File: src/rtl/spis_avmm_bridge_n.sv
// spis_avmm_bridge_n: moves DWord bursts between the SPI-slave register buffers
// and one of NUM_CH Avalon-MM master channels, one outstanding access at a time.
// Optional feature macro: SPIS_AVMM_TIMEOUT_EN (aborts a stalled handshake after
// TMO_CYC cycles with err_code 2). Without it the bridge waits indefinitely.
module spis_avmm_bridge_n #(
  parameter int NUM_CH     = 3,
  parameter int ADDR_W     = 17,
  parameter int DATA_W     = 32,
  parameter int BLEN_W     = 8,
  parameter int BUF_AW     = 16,
  parameter int WRBUF_BASE = 'h0200,
  parameter int RDBUF_BASE = 'h1000,
  parameter int TMO_CYC    = 1023,
  localparam int SEL_W     = (NUM_CH > 1) ? $clog2(NUM_CH) : 1
) (
  input  logic                       s_avmm_clk,
  input  logic                       s_avmm_rst_n,
  input  logic                       cmd_vld,
  input  logic                       cmd_rdnwr,
  input  logic [SEL_W-1:0]           cmd_sel,
  input  logic [ADDR_W-1:0]          cmd_offset,
  input  logic [BLEN_W-1:0]          cmd_brstlen,
  output logic [NUM_CH*ADDR_W-1:0]   m_addr,
  output logic [NUM_CH*DATA_W/8-1:0] m_byte_en,
  output logic [NUM_CH-1:0]          m_write,
  output logic [NUM_CH-1:0]          m_read,
  output logic [NUM_CH*DATA_W-1:0]   m_wdata,
  input  logic [NUM_CH*DATA_W-1:0]   m_rdata,
  input  logic [NUM_CH-1:0]          m_rdatavld,
  input  logic [NUM_CH-1:0]          m_waitreq,
  output logic [BUF_AW-1:0]          buf_addr,
  output logic                       buf_rd,
  input  logic [DATA_W-1:0]          buf_rdata,
  output logic                       buf_wr,
  output logic [DATA_W-1:0]          buf_wdata,
  output logic                       busy,
  output logic                       done,
  output logic                       err,
  output logic [1:0]                 err_code
);

  localparam int BE_W = DATA_W / 8;

  typedef enum logic [2:0] {
    IDLE, CMD, WR_FETCH, WR_LATCH, WR_REQ, RD_REQ, RD_WAIT, DONE
  } state_t;

  state_t              state_q, state_d;
  logic                cmd_vld_q;
  logic                rdnwr_q, rdnwr_d;
  logic [SEL_W-1:0]    sel_q, sel_d;
  logic [ADDR_W-1:0]   addr_q, addr_d;
  logic [BLEN_W-1:0]   count_q, count_d;
  logic [BUF_AW-1:0]   buf_addr_q, buf_addr_d;
  logic [DATA_W-1:0]   wdata_q, wdata_d;
  logic                err_q, err_d;
  logic [1:0]          err_code_q, err_code_d;

  logic                start;
  logic                wr_c, rd_c, buf_rd_c, buf_wr_c, advance;
  logic                last_word, tmo_hit;
  logic [NUM_CH-1:0]   chan_hit;
  logic                sel_waitreq, sel_rdatavld;
  logic [DATA_W-1:0]   sel_rdata;
  logic [DATA_W-1:0]   rdata_masked [NUM_CH];

  assign start     = cmd_vld & ~cmd_vld_q;
  assign last_word = (count_q == BLEN_W'(1));

  // Per-channel decode: only the captured channel sees strobes, the rest stay at zero.
  // An out-of-range select matches no channel, so it can never reach a slave.
  for (genvar gi = 0; gi < NUM_CH; gi++) begin : g_ch
    assign chan_hit[gi]                  = (sel_q == SEL_W'(gi));
    assign m_write[gi]                   = wr_c & chan_hit[gi];
    assign m_read[gi]                    = rd_c & chan_hit[gi];
    assign m_addr[gi*ADDR_W +: ADDR_W]   = (m_write[gi] | m_read[gi]) ? addr_q : '0;
    assign m_byte_en[gi*BE_W +: BE_W]    = (m_write[gi] | m_read[gi]) ? '1 : '0;
    assign m_wdata[gi*DATA_W +: DATA_W]  = m_write[gi] ? wdata_q : '0;
    assign rdata_masked[gi]              = chan_hit[gi] ? m_rdata[gi*DATA_W +: DATA_W] : '0;
  end

  assign sel_waitreq  = |(m_waitreq & chan_hit);
  assign sel_rdatavld = |(m_rdatavld & chan_hit);

  // Read-data mux: OR of the masked channels, only the selected one is non-zero.
  always_comb begin
    sel_rdata = '0;
    for (int i = 0; i < NUM_CH; i++) sel_rdata = sel_rdata | rdata_masked[i];
  end

`ifdef SPIS_AVMM_TIMEOUT_EN
  localparam int TMO_W = $clog2(TMO_CYC + 1);
  logic [TMO_W-1:0] tmo_cnt_q, tmo_cnt_d;

  assign tmo_hit = (tmo_cnt_q == TMO_W'(TMO_CYC));

  // Stall counter: restarts on every state change or completed word, counts while waiting on a slave.
  always_comb begin
    tmo_cnt_d = '0;
    if (((state_q == WR_REQ) || (state_q == RD_REQ) || (state_q == RD_WAIT)) &&
        (state_d == state_q) && !advance)
      tmo_cnt_d = tmo_cnt_q + TMO_W'(1);
  end

  // Stall counter register.
  always_ff @(posedge s_avmm_clk or negedge s_avmm_rst_n) begin
    if (!s_avmm_rst_n) tmo_cnt_q <= '0;
    else               tmo_cnt_q <= tmo_cnt_d;
  end
`else
  assign tmo_hit = 1'b0;
`endif

  // Next-state and datapath updates for the burst sequencer.
  always_comb begin
    state_d    = state_q;
    sel_d      = sel_q;
    rdnwr_d    = rdnwr_q;
    addr_d     = addr_q;
    count_d    = count_q;
    buf_addr_d = buf_addr_q;
    wdata_d    = wdata_q;
    err_d      = err_q;
    err_code_d = err_code_q;
    wr_c       = 1'b0;
    rd_c       = 1'b0;
    buf_rd_c   = 1'b0;
    buf_wr_c   = 1'b0;
    advance    = 1'b0;
    case (state_q)
      IDLE: begin
        if (start) begin
          sel_d      = cmd_sel;
          rdnwr_d    = cmd_rdnwr;
          addr_d     = cmd_offset;
          count_d    = cmd_brstlen;
          err_d      = 1'b0;
          err_code_d = 2'd0;
          state_d    = CMD;
        end
      end
      CMD: begin
        if (int'(sel_q) >= NUM_CH) begin
          err_d      = 1'b1;
          err_code_d = 2'd1;
          state_d    = DONE;
        end else if (count_q == '0) begin
          state_d = DONE;
        end else if (rdnwr_q) begin
          buf_addr_d = BUF_AW'(RDBUF_BASE);
          state_d    = RD_REQ;
        end else begin
          buf_addr_d = BUF_AW'(WRBUF_BASE);
          state_d    = WR_FETCH;
        end
      end
      WR_FETCH: begin
        buf_rd_c = 1'b1;
        state_d  = WR_LATCH;
      end
      WR_LATCH: begin
        wdata_d = buf_rdata;
        state_d = WR_REQ;
      end
      WR_REQ: begin
        if (tmo_hit) begin
          err_d      = 1'b1;
          err_code_d = 2'd2;
          state_d    = DONE;
        end else begin
          wr_c = 1'b1;
          if (!sel_waitreq) begin
            advance = 1'b1;
            state_d = last_word ? DONE : WR_FETCH;
          end
        end
      end
      RD_REQ: begin
        if (tmo_hit) begin
          err_d      = 1'b1;
          err_code_d = 2'd2;
          state_d    = DONE;
        end else begin
          rd_c = 1'b1;
          if (!sel_waitreq) begin
            if (sel_rdatavld) begin
              buf_wr_c = 1'b1;
              advance  = 1'b1;
              state_d  = last_word ? DONE : RD_REQ;
            end else begin
              state_d = RD_WAIT;
            end
          end
        end
      end
      RD_WAIT: begin
        if (tmo_hit) begin
          err_d      = 1'b1;
          err_code_d = 2'd2;
          state_d    = DONE;
        end else if (sel_rdatavld) begin
          buf_wr_c = 1'b1;
          advance  = 1'b1;
          state_d  = last_word ? DONE : RD_REQ;
        end
      end
      DONE:    state_d = IDLE;
      default: state_d = IDLE;
    endcase
    if (advance) begin
      addr_d     = addr_q + ADDR_W'(BE_W);
      buf_addr_d = buf_addr_q + BUF_AW'(1);
      count_d    = count_q - BLEN_W'(1);
    end
  end

  // State and datapath registers; reset aborts any burst without a done pulse.
  always_ff @(posedge s_avmm_clk or negedge s_avmm_rst_n) begin
    if (!s_avmm_rst_n) begin
      state_q    <= IDLE;
      cmd_vld_q  <= 1'b0;
      rdnwr_q    <= 1'b0;
      sel_q      <= '0;
      addr_q     <= '0;
      count_q    <= '0;
      buf_addr_q <= '0;
      wdata_q    <= '0;
      err_q      <= 1'b0;
      err_code_q <= 2'd0;
    end else begin
      state_q    <= state_d;
      cmd_vld_q  <= cmd_vld;
      rdnwr_q    <= rdnwr_d;
      sel_q      <= sel_d;
      addr_q     <= addr_d;
      count_q    <= count_d;
      buf_addr_q <= buf_addr_d;
      wdata_q    <= wdata_d;
      err_q      <= err_d;
      err_code_q <= err_code_d;
    end
  end

  assign buf_addr  = buf_addr_q;
  assign buf_rd    = buf_rd_c;
  assign buf_wr    = buf_wr_c;
  assign buf_wdata = buf_wr_c ? sel_rdata : '0;
  assign busy      = (state_q != IDLE);
  assign done      = (state_q == DONE);
  assign err       = err_q;
  assign err_code  = err_code_q;

endmodule

File: config.mk
export PLATFORM = sky130hd
export DESIGN_NAME = spis_avmm_bridge_n
export DESIGN_NICKNAME = d
export VERILOG_FILES = /design/src/rtl/spis_avmm_bridge_n.sv
export SDC_FILE = /design/constraint.sdc
export NUM_CORES = 1
export LEC_CHECK = 0
export CORE_ASPECT_RATIO = 0.6
export CORE_MARGIN = 5
export CORE_UTILIZATION = 35
export DETAILED_ROUTE_END_ITERATION = 12
export PLACE_DENSITY_LB_ADDON = 0.1
export SYNTH_ARGS = -nofsm -noshare
export SYNTH_HDL_FRONTEND = slang
export SYNTH_SLANG_ARGS = --single-unit
File: constraint.sdc
create_clock -name s_avmm_clk -period 2.6 [get_ports s_avmm_clk]
set_input_delay 0.39 -clock s_avmm_clk [delete_from_list [all_inputs] [get_ports s_avmm_clk]]
set_output_delay 0.39 -clock s_avmm_clk [all_outputs]
set_load 0.03 [all_outputs]
### Word-level counts from Yosys, hierarchy flattened

Cells that the tools add are included.

| storage, ports and cells | value |
|---|---|
| register bits after elaboration | 83 |
| output and inout port bits | 220 |
| input bits | 165 |
| logic and storage cells | 110 |

| operators by class | value |
|---|---|
| reduce and logical (&&, ||, !) cells | 15 |
| magnitude comparators | 1 |
| equality and inequality tests | 17 |
| $add $sub $neg | 3 |
| muxes and demuxes | 49 |
| bitwise operators | 15 |

Operator list:

| kind | number |
|---|---|
| 32-bit two-way mux | 7 |
| 17-bit two-way mux | 6 |
| 16-bit two-way mux | 4 |
| 32-bit bitwise OR | 2 |
| 3-bit two-way mux | 8 |
| 8-bit two-way mux | 3 |
| 3-bit case mux with 8 select lines | 1 |
| 17-bit by 3-bit adder with 17-bit output (second input constant) | 1 |
| 16-bit by 1-bit adder with 16-bit output (second input constant) | 1 |
| 2-bit != test (second input constant) | 7 |
| 13-bit two-way mux | 1 |
| 3-bit == test (second input constant) | 4 |
| 4-bit two-way mux | 3 |
| 8-bit by 1-bit == test with 1-bit output (second input constant) | 1 |
| 8-bit zero test | 1 |
| 1-bit two-way mux | 8 |
| 2-bit two-way mux | 4 |
| 2-bit nonzero test | 4 |
| 8-bit by 1-bit subtractor with 8-bit output (second input constant) | 1 |
| 1-bit bitwise AND | 7 |
| 3-bit bitwise AND | 2 |
| 3-bit by 2-bit == test with 1-bit output (second input constant) | 2 |
| 3-bit AND reduction | 2 |
| 3-bit OR reduction | 2 |
| 14 further kinds | 18 |

### Longest topological paths before layout

Gate-level depths: netlist of run 1.

| logic depth | value |
|---|---|
| depth after elaboration | 8 |
| depth in mapped cells | 9 |

### Least setup slack after synthesis of run 1

OpenSTA, ideal clock, no wires.

| timing | value |
|---|---|
| kind | reg2out |
| start point | register state_q[1] |
| end point | output m_addr[25] |
| slack | 0.050 ns |
| cell stages (with the launch flop) | 7 |
| required time | 2.210 ns |
| arrival | 2.160 ns |
| path buffers | 3 |
| cells stage by stage | dfrtp_1 clkbuf_1 nand2b_1 nor3b_1 clkbuf_1 clkbuf_1 and2_1 |

| between the ends | value |
|---|---|
| longest elaborated chain between the ends | 5 |

Ends and longest elaborated chain:

| item | line | RTL |
|---|---|---|
| from (decl) | 48 | `state_t state_q, state_d;` |
| from (signal assigned) | 231 | `state_q <= state_d;` |
| 3-bit == test | 130 | `case (state_q)` |
| 1-bit two-way mux | 130 |  |
| 1-bit bitwise AND (on tied branches) | 74, 75 |  |
| 1-bit bitwise OR (*) | 76 | `assign m_addr[gi*ADDR_W +: ADDR_W] = (m_write[gi] \| m_read[gi]) ? addr_q : '0;` |
| 17-bit two-way mux (*) | 76 |  |
| to (decl) | 23 | `output logic [NUM_CH*ADDR_W-1:0] m_addr,` |

Every way passes the cells marked *; elsewhere a longest branch is shown, timed or not.

### Worst setup path in the final report of run 1

| timing | value |
|---|---|
| start point | register sel_q[0] |
| end point | output buf_wdata[17] |

| between the ends | value |
|---|---|
| longest elaborated chain between the ends | 7 |

Ends and longest elaborated chain:

| item | line | RTL |
|---|---|---|
| from (decl) | 51 | `logic [SEL_W-1:0] sel_q, sel_d;` |
| from (signal assigned) | 234 | `sel_q <= sel_d;` |
| 2-bit by 1-bit == test with 1-bit output, or another cell as far along | 73 | `assign chan_hit[gi] = (sel_q == SEL_W'(gi));` |
| 3-bit bitwise AND | 83 | `assign sel_rdatavld = \|(m_rdatavld & chan_hit);` |
| 3-bit OR reduction | 83 |  |
| 1-bit two-way mux | 186, 201 |  |
| 1-bit two-way mux | 185 | `if (!sel_waitreq) begin` |
| 1-bit case mux with 2 select lines | 130 |  |
| 32-bit two-way mux (*) | 247 | `assign buf_wdata = buf_wr_c ? sel_rdata : '0;` |
| to (decl) | 35 | `output logic [DATA_W-1:0] buf_wdata,` |

Marked as above.

==> metrics.md, run 1 <==
| Metric | Value |
|---|---|
| Outcome | finished, violations left |
| Failing checks | negative setup slack |
| GRT Residual Overflow | 0 |
| CP Class | register to output pin |
| Die area | roughly 0.020 mm^2 |
| Global-route wire length before repair | ~38 mm |
| DR vias | around 6500 |
| Final core area utilization | 0.619 |
| Crit Path Max Fanout | 30 |
| Initial antenna violation count | 1 |
| FF-to-FF path depth | 7 |
| First-pass DRT Iterations | 5 |
| PnR Total Power | approximately 9.3 mW |
| Yosys cell types | 60 |
| Post-synthesis area per instance | 8.29 um^2 |
| Pin count of the biggest net entering global routing | 34 |
| 1st-iter DRT viols | about 450 |
| Mapped Nets | 883 |
| Post-synth top area share | 0.343 |
| Worst path arrival time | between 2 and 2.5 ns |
| Power per cell area | about 920 mW/mm^2 |
| Clock insertion delay at the later pin of the skew report | approximately 0.34 ns |
| WHS Endpoint | buf_addr[15]$_DFFE_PN0P_ |
| Final Setup Violations | 17 |
| Final Critical Period | approximately 2.6 ns |
| Async SR Flop Fraction | 1.00 |
| DR WL/cell | approximately 19 um |
| Static Leak | 4.70 nW |
| Worst Path Required | about 2.2 ns |
| Top-level I/O count | 385 |
| DPL Wire Length | 20.2 mm |
| Layout Skew | 0.00807 ns |
| Number of CTS-inserted buffers | 9 |
| Hold Path Depth | 1 |
| CTS clk-pin slew, worst paths | around 0.07 ns |
| Maximum buffer depth of the clock tree | 2 |
| Startpoint types | register |
| Maximum clock rate | roughly 380 MHz |
| Register area share after synthesis | 0.343 |
| CP endpoint kind | output pin |
| CTS sink cnt | 81 |
| RR Endpoint | addr_q[14]$_DFFE_PN0P_ |
| Final Max Tran Viols | 0 |
| Tcrit/Tclk final | 1.01 |
| Final #Nets | between 1000 and 1500 |
| Core Area | 0.0164 mm^2 |
| Post-synth EDFFs | 0 |
| Htree depth | 3 |
| Area leader, netlist | dfrtp_1 |
| Syn Std Cell Area | 0.00591 mm^2 |
| Total GRT Usage | 0.247 |
| Final ANT Viol Nets | 0 |
| Worst setup margin | -0.0356 ns |
| Cell count after synthesis | a little over 700 |
| Final Wtd Congestion | between 0.9 and 1 |
| Unrepaired setup endpoints after global routing | true |
| Seq cells post-synth | between 80 and 90 |
| Synth top area cells | dfrtp_1, and2_1, mux2i_1, mux2_2, nor2_1 |
| Initial core utilization | 0.360 |
| Vias in the first global route | approximately 6000 |
| Final hold violations | 0 |
| Synth cell count leaders | and2_1, nor2_1, dfrtp_1 |
| Post-route DRC | 0 |
| R2r setup slk | approximately 0.31 ns |
| Most frequent cell after synthesis | and2_1 |
| Maximum VDD drop | between 0.0004 and 0.0005 V |
| Worst-case hold slack | slightly below 0.5 ns |
| Min-Delay Path Class | register to register |
| N_diodes | 0 |
| Wirelength, routed | 25.5 mm |
| Synth Warn # | 0 |
| Area growth syn-to-layout | 71.7% |
| Max-cap violation count | 0 |
| Avg Vias per Cell | about 5 |
| FILL cells | around 1500 |
| Rows | 36 |
| Chip height | 111 um |
| Clock root buffer | clkbuf_16 |
| Min-delay src | buf_addr[15]$_DFFE_PN0P_ |
| R2r startpoint | state_q[0]$_DFFE_PN0P_ |
| Die X | approximately 180 um |
| Number of port buffers | 383 |
| CTS tree | done |
| Primary FF master, synth | dfrtp_1 |
| Share of layout cells above drive strength 1 | 0.281 |
==> cell families (layout without fill, tap and decap cells) <==
group,count (synthesis),after routing,share of synthesized area
XOR/XNOR,6,6,0.00889
multiplexers,71,71,0.128
buffers and inverters,75,457,0.0593
adder cells (fa/ha/maj),5,5,0.0106
other,1,1,0.000635
AO/OA/AOI/OAI,118,118,0.132
flip-flops,81,81,0.343
AND/OR/NAND/NOR,356,356,0.318
==> flip-flops by register name, summed over array words and instances, names as in the netlist <==
name / count
wdata_q: 32
addr_q: 17
buf_addr: 16
count_q: 8
state_q: 3
sel_q: 2
cmd_vld_q: 1
err_code: 1
rdnwr_q: 1
==> cells in the final DEF, fill, tap and decap left out, drive strengths merged, types with 11 or more instances in the layout <==
master           n
a21oi           42
and2           149
buf            224
clkdlybuf4s50  184
dfrtp           81
dlygate4sd2     15
inv             19
mux2            32
mux2i           39
nand2           44
nand3           18
nor2            92
nor4            11
o21ai           18
==> layer usage <==
metal | part of all wire | track usage
met5 | 0.00051 | 0
met3 | 0.075 | 0.0573
met4 | 0.013 | 0.0458
met2 | 0.47 | 0.395
met1 | 0.45 | 0.345
==> worst max-delay path by stage <==
stage / slack [ns] / startpoint / endpoint
6_report: -0.04 / sel_q[0]$_DFFE_PN0P_ / buf_wdata[17]
5_1_grt: -0.14 / sel_q[0]$_DFFE_PN0P_ / buf_wdata[28]
4_1_cts: -0.05 / sel_q[0]$_DFFE_PN0P_ / buf_wdata[15]
3_5_place_dp: -0.08 / m_waitreq[1] / buf_wdata[15]
3_3_place_gp: -0.06 / m_waitreq[0] / buf_wdata[9]
2_1_floorplan: 0.05 / state_q[1]$_DFFE_PN0P_ / m_addr[25]
==> per-stage QoR <==
stage	worst slack, ns	std cells	instance area [um^2]	TNS [ns]
after floorplan	0.0496	713	5910	0
final	-0.0356	1323	10100	-0.267
after global routing	-0.140	1323	10100	-3.73
after global placement	-0.0626	1301	9690	-1.03
after detailed placement	-0.0795	1301	9690	-1.61
after CTS	-0.0496	1321	10000	-0.697
==> critical path, cell delays in order, from the launching register on <==
cell	delay, ns
dfrtp_2	0.44
mux2i_4	0.27
o21a_1	0.14
nor2b_2	0.12
a21oi_1	0.06
or3_4	0.36
buf_12	0.18
nor2_1	0.13
buf_4	0.17
==> power by group <==
| group | internal (mW) | switching [mW] | total (mW) | leakage (nW) |
|---|---|---|---|---|
| Sequential | 1.81 | 0.690 | 2.50 | 0.984 |
| Clock | 0.667 | 0.582 | 1.25 | 0.136 |
| Combinational | 2.46 | 3.13 | 5.59 | 3.58 |
==> area by class of cell <==
class | count | area [um^2] | area share
flip-flops and latches | 81 | 2030 | 0.200
well taps | 228 | 285 | 0.0281
repair buffers | 426 | 3860 | 0.381
clock inverters | 7 | 60.1 | 0.00592
clock buffers | 9 | 225 | 0.0222
inverters | 15 | 56.3 | 0.00555
multi-input cells | 557 | 3630 | 0.358
==> timing repair <==
action,4_1_cts,5_1_grt
buffers inserted,3,2
hold buffers,1,0
endpoints found under the setup margin,48,67
resized for setup,22,34
endpoints found under the hold margin,20,0
pin swaps,1,0
Note: power is estimated with default switching activity, not from simulation.
==> run 2: changes to the inputs <==
--- a/config.mk
+++ b/config.mk
@@ -5,10 +5,9 @@
 export SDC_FILE = /design/constraint.sdc
 export NUM_CORES = 1
 export LEC_CHECK = 0
-export CORE_ASPECT_RATIO = 0.6
-export CORE_MARGIN = 5
-export CORE_UTILIZATION = 35
+export CORE_AREA = 2 2 150 152
 export DETAILED_ROUTE_END_ITERATION = 12
+export DIE_AREA = 0 0 152 154
 export PLACE_DENSITY_LB_ADDON = 0.1
 export SYNTH_ARGS = -nofsm -noshare
 export SYNTH_HDL_FRONTEND = slang
==> run 2 against run 1 <==
Effect of this change:
- utilization down 15 points
- the run ends with negative hold slack, negative setup slack left
- clock skew down 0.00087 ns
- final cell count up 4.1%
- clock power up 11%
- largest cell class unchanged
- register-to-register slack about the same
- total power up 0.91%
==> metrics.md, run 2 (same netlist as run 1, synthesis figures left out) <==
| Metric | Value |
|---|---|
| Outcome | finished, violations left |
| Failing checks | negative hold slack, negative setup slack |
| Placed inst area | 0.00972 mm^2 (+0.28%) |
| Core Area | 0.0217 mm^2 (+32%) |
| RR Endpoint | addr_q[14]$_DFFE_PN0P_ |
| Maximum VDD drop | 0.000424 V (-3.5%) |
| DPL Wire Length | 18.5 mm (-8.6%) |
| Commonest non-fill, non-tap cell in the layout | buf_4 |
| CP endpoint kind | output pin |
| Design area | 0.0102 mm^2 (+0.79%) |
| Final cell count without fillers | 1377 (+4.1%) |
| Clock insertion delay at the later pin of the skew report | 0.34 ns (about the same) |
| Number of port buffers | 383 (unchanged) |
| CTS sink cnt | 81 (unchanged) |
| Final hold violations | 9 (+9) |
| Biggest register | wdata_q |
| Logic pwr share | 0.590 (-0.009) |
| Psw | 4.30 mW (-2.4%) |
| Global-route wire length before repair | 36.5 mm (-4.7%) |
| CTS clk-pin slew, worst paths | 0.06 ns (about the same) |
| DR vias | 6395 (-1.9%) |
| CP Class | register to output pin |
| Chip height | 154 um (+39%) |
| Rows | 54 (+50%) |
| Final Wtd Congestion | 0.840 (-11%) |
| Largest register FFs | 32 (unchanged) |
| CTS tree | done |
| Share of layout cells above drive strength 1 | 0.286 (+0.00457) |
| Post-route DRC | 0 (unchanged) |
| Pin count of the biggest net entering global routing | 34 (unchanged) |
| Dpl cells | 1355 (+4.2%) |
| Die X | 152 um (-14%) |
| GRT Residual Overflow | 0 (unchanged) |
| Worst path arrival time | 2.28 ns (+0.03 ns) |
| Maximum buffer depth of the clock tree | 2 (unchanged) |
| Max-cap violation count | 0 (unchanged) |
| Number of CTS-inserted buffers | 9 (unchanged) |
| Min-Delay Path Class | primary input to async pin |
| Initial core utilization | 0.272 (-0.0880) |
| DR WL/cell | 17.5 um (-9.1%) |
| Most frequent cells in the layout | buf_4, clkdlybuf4s50_1, and2_1, dfrtp_1, nor2_1 |
| Static Leak | 4.71 nW (+0.11%) |
| Final Max Tran Viols | 0 (unchanged) |
| Wirelength, routed | 24.1 mm (-5.4%) |
| Worst Path Required | 2.21 ns (about the same) |
| PnR Total Power | 9.42 mW (+0.91%) |
| Maximum clock rate | 374 MHz (-1.3%) |
| Worst setup margin | -0.0710 ns (-0.0354 ns) |
| Tcrit/Tclk final | 1.03 (+0.0136) |
| Avg Vias per Cell | 4.64 (-5.8%) |
| Cts hold-fix bufs | 0 (-1) |
| 1st-iter DRT viols | 284 (-37%) |
| Switching Share | 0.456 (-0.0153) |
| Initial antenna violation count | 2 (+1) |
| Total GRT Usage | 0.195 (-0.0520) |
| R2r startpoint | sel_q[0]$_DFFE_PN0P_ |
| FF-to-FF path depth | 9 (+2) |
| Power per cell area | 921 mW/mm^2 (+0.12%) |
| Top-level I/O count | 385 (unchanged) |
| Htree depth | 3 (unchanged) |
| Vias in the first global route | 6087 (-1.5%) |
| Cell internal pwr | 5.12 mW (+3.8%) |
| Startpoint types | register |
| Area growth syn-to-layout | 73.1% |
| First-pass DRT Iterations | 4 (-1) |
| Crit Path Max Fanout | 17 (-43%) |
| Layout Skew | 0.00721 ns (-0.000867 ns) |
| Final #Nets | 1260 (unchanged) |
| Final Critical Period | 2.67 ns (+0.0354 ns) |
| Part of the power in the clock network | 0.148 (+0.014) |
| FILL cells | 2159 (+48%) |
| Die area | 0.0234 mm^2 (+19%) |
| Final Setup Violations | 31 (+14) |
| Final ANT Viol Nets | 0 (unchanged) |
| R2r setup slk | 0.30 ns (about the same) |
| Flop pwr share | 0.262 (-0.006) |
| Worst-case hold slack | -0.00577 ns (-0.493 ns) |
| Unrepaired setup endpoints after global routing | true |
| Clock root buffer | clkbuf_16 |
## run 2: cell types whose count changed in the layout (fill, tap and decap cells not counted), moves of 2 or more
| cell | change |
|---|---|
| buf_12 | -5 |
| buf_4 | +7 |
| bufinv_16 | +2 |
| clkinvlp_4 | -2 |
| diode_2 | +2 |
| dlygate4sd2_1 | -2 |
| inv_6 | -2 |
| inv_8 | -2 |
| nor2_2 | -2 |
| nor2_4 | +3 |
## run 2: per-layer routing
layer,vias to the layer above,global-route usage,share of wire
met2,206,0.345,0.51
met4,0,0.0534,0.020
met5,-,0,0
met3,29,0.0378,0.045
li1,3179,-,-
met1,2981,0.242,0.43
## run 2: how the worst max path moves through the flow
stage,to,start,slack [ns]
floorplan,m_addr[25],state_q[1]$_DFFE_PN0P_,0.05
global placement,buf_wdata[6],m_waitreq[0],0.02
detailed placement,buf_wdata[19],m_waitreq[0],-0.06
CTS,buf_wdata[19],sel_q[0]$_DFFE_PN0P_,-0.06
global route,buf_wdata[4],sel_q[0]$_DFFE_PN0P_,-0.19
finish,buf_wdata[4],sel_q[0]$_DFFE_PN0P_,-0.07
## run 2: through the flow
stage	worst slack [ns]	util	TNS, ns
2_1_floorplan	0.0496	-	0
3_3_place_gp	0.0150	0.448	0
3_5_place_dp	-0.0576	0.448	-0.980
4_1_cts	-0.0624	0.463	-0.978
5_1_grt	-0.186	0.472	-5.19
6_report	-0.0710	0.472	-0.928
## run 2: power by group through the flow
stage / registers (mW) / logic (mW) / clock network (mW)
finish: 2.46 / 5.56 / 1.39
global route: 2.57 / 6.03 / 1.50
CTS: 2.47 / 5.44 / 1.45
global placement: 2.47 / 5.40 / 0
floorplan: 2.29 / 3.44 / 0
detailed placement: 2.50 / 5.40 / 0
## run 2: critical path, stage by stage, from the launching register on
cell and delay [ns]:
dfrtp_2 0.43, mux2i_4 0.26, o21a_1 0.15, nor2b_4 0.14, a21oi_2 0.06, or3_4 0.40, buf_12 0.18, nor2_1 0.14
buf_4 0.18
## run 2: final cells by class
class                      count  area [um^2]  share of cell area
clock buffer                  11          243              0.0237
inverter                      15         56.3             0.00551
clock inverter                 5         78.8             0.00771
tap                          280          350              0.0343
sequential                    81         2030               0.198
multi-input combinational    557         3650               0.357
antenna                        2         5.00            0.000489
timing repair buffer         426         3810               0.373
## run 2: what timing repair did
item / in CTS / in global routing
resized for setup: 15 / 39
pin swaps: 0 / 1
cloned: 0 / 2
setup buffers: 2 / 0
setup endpoints to repair: 44 / 75
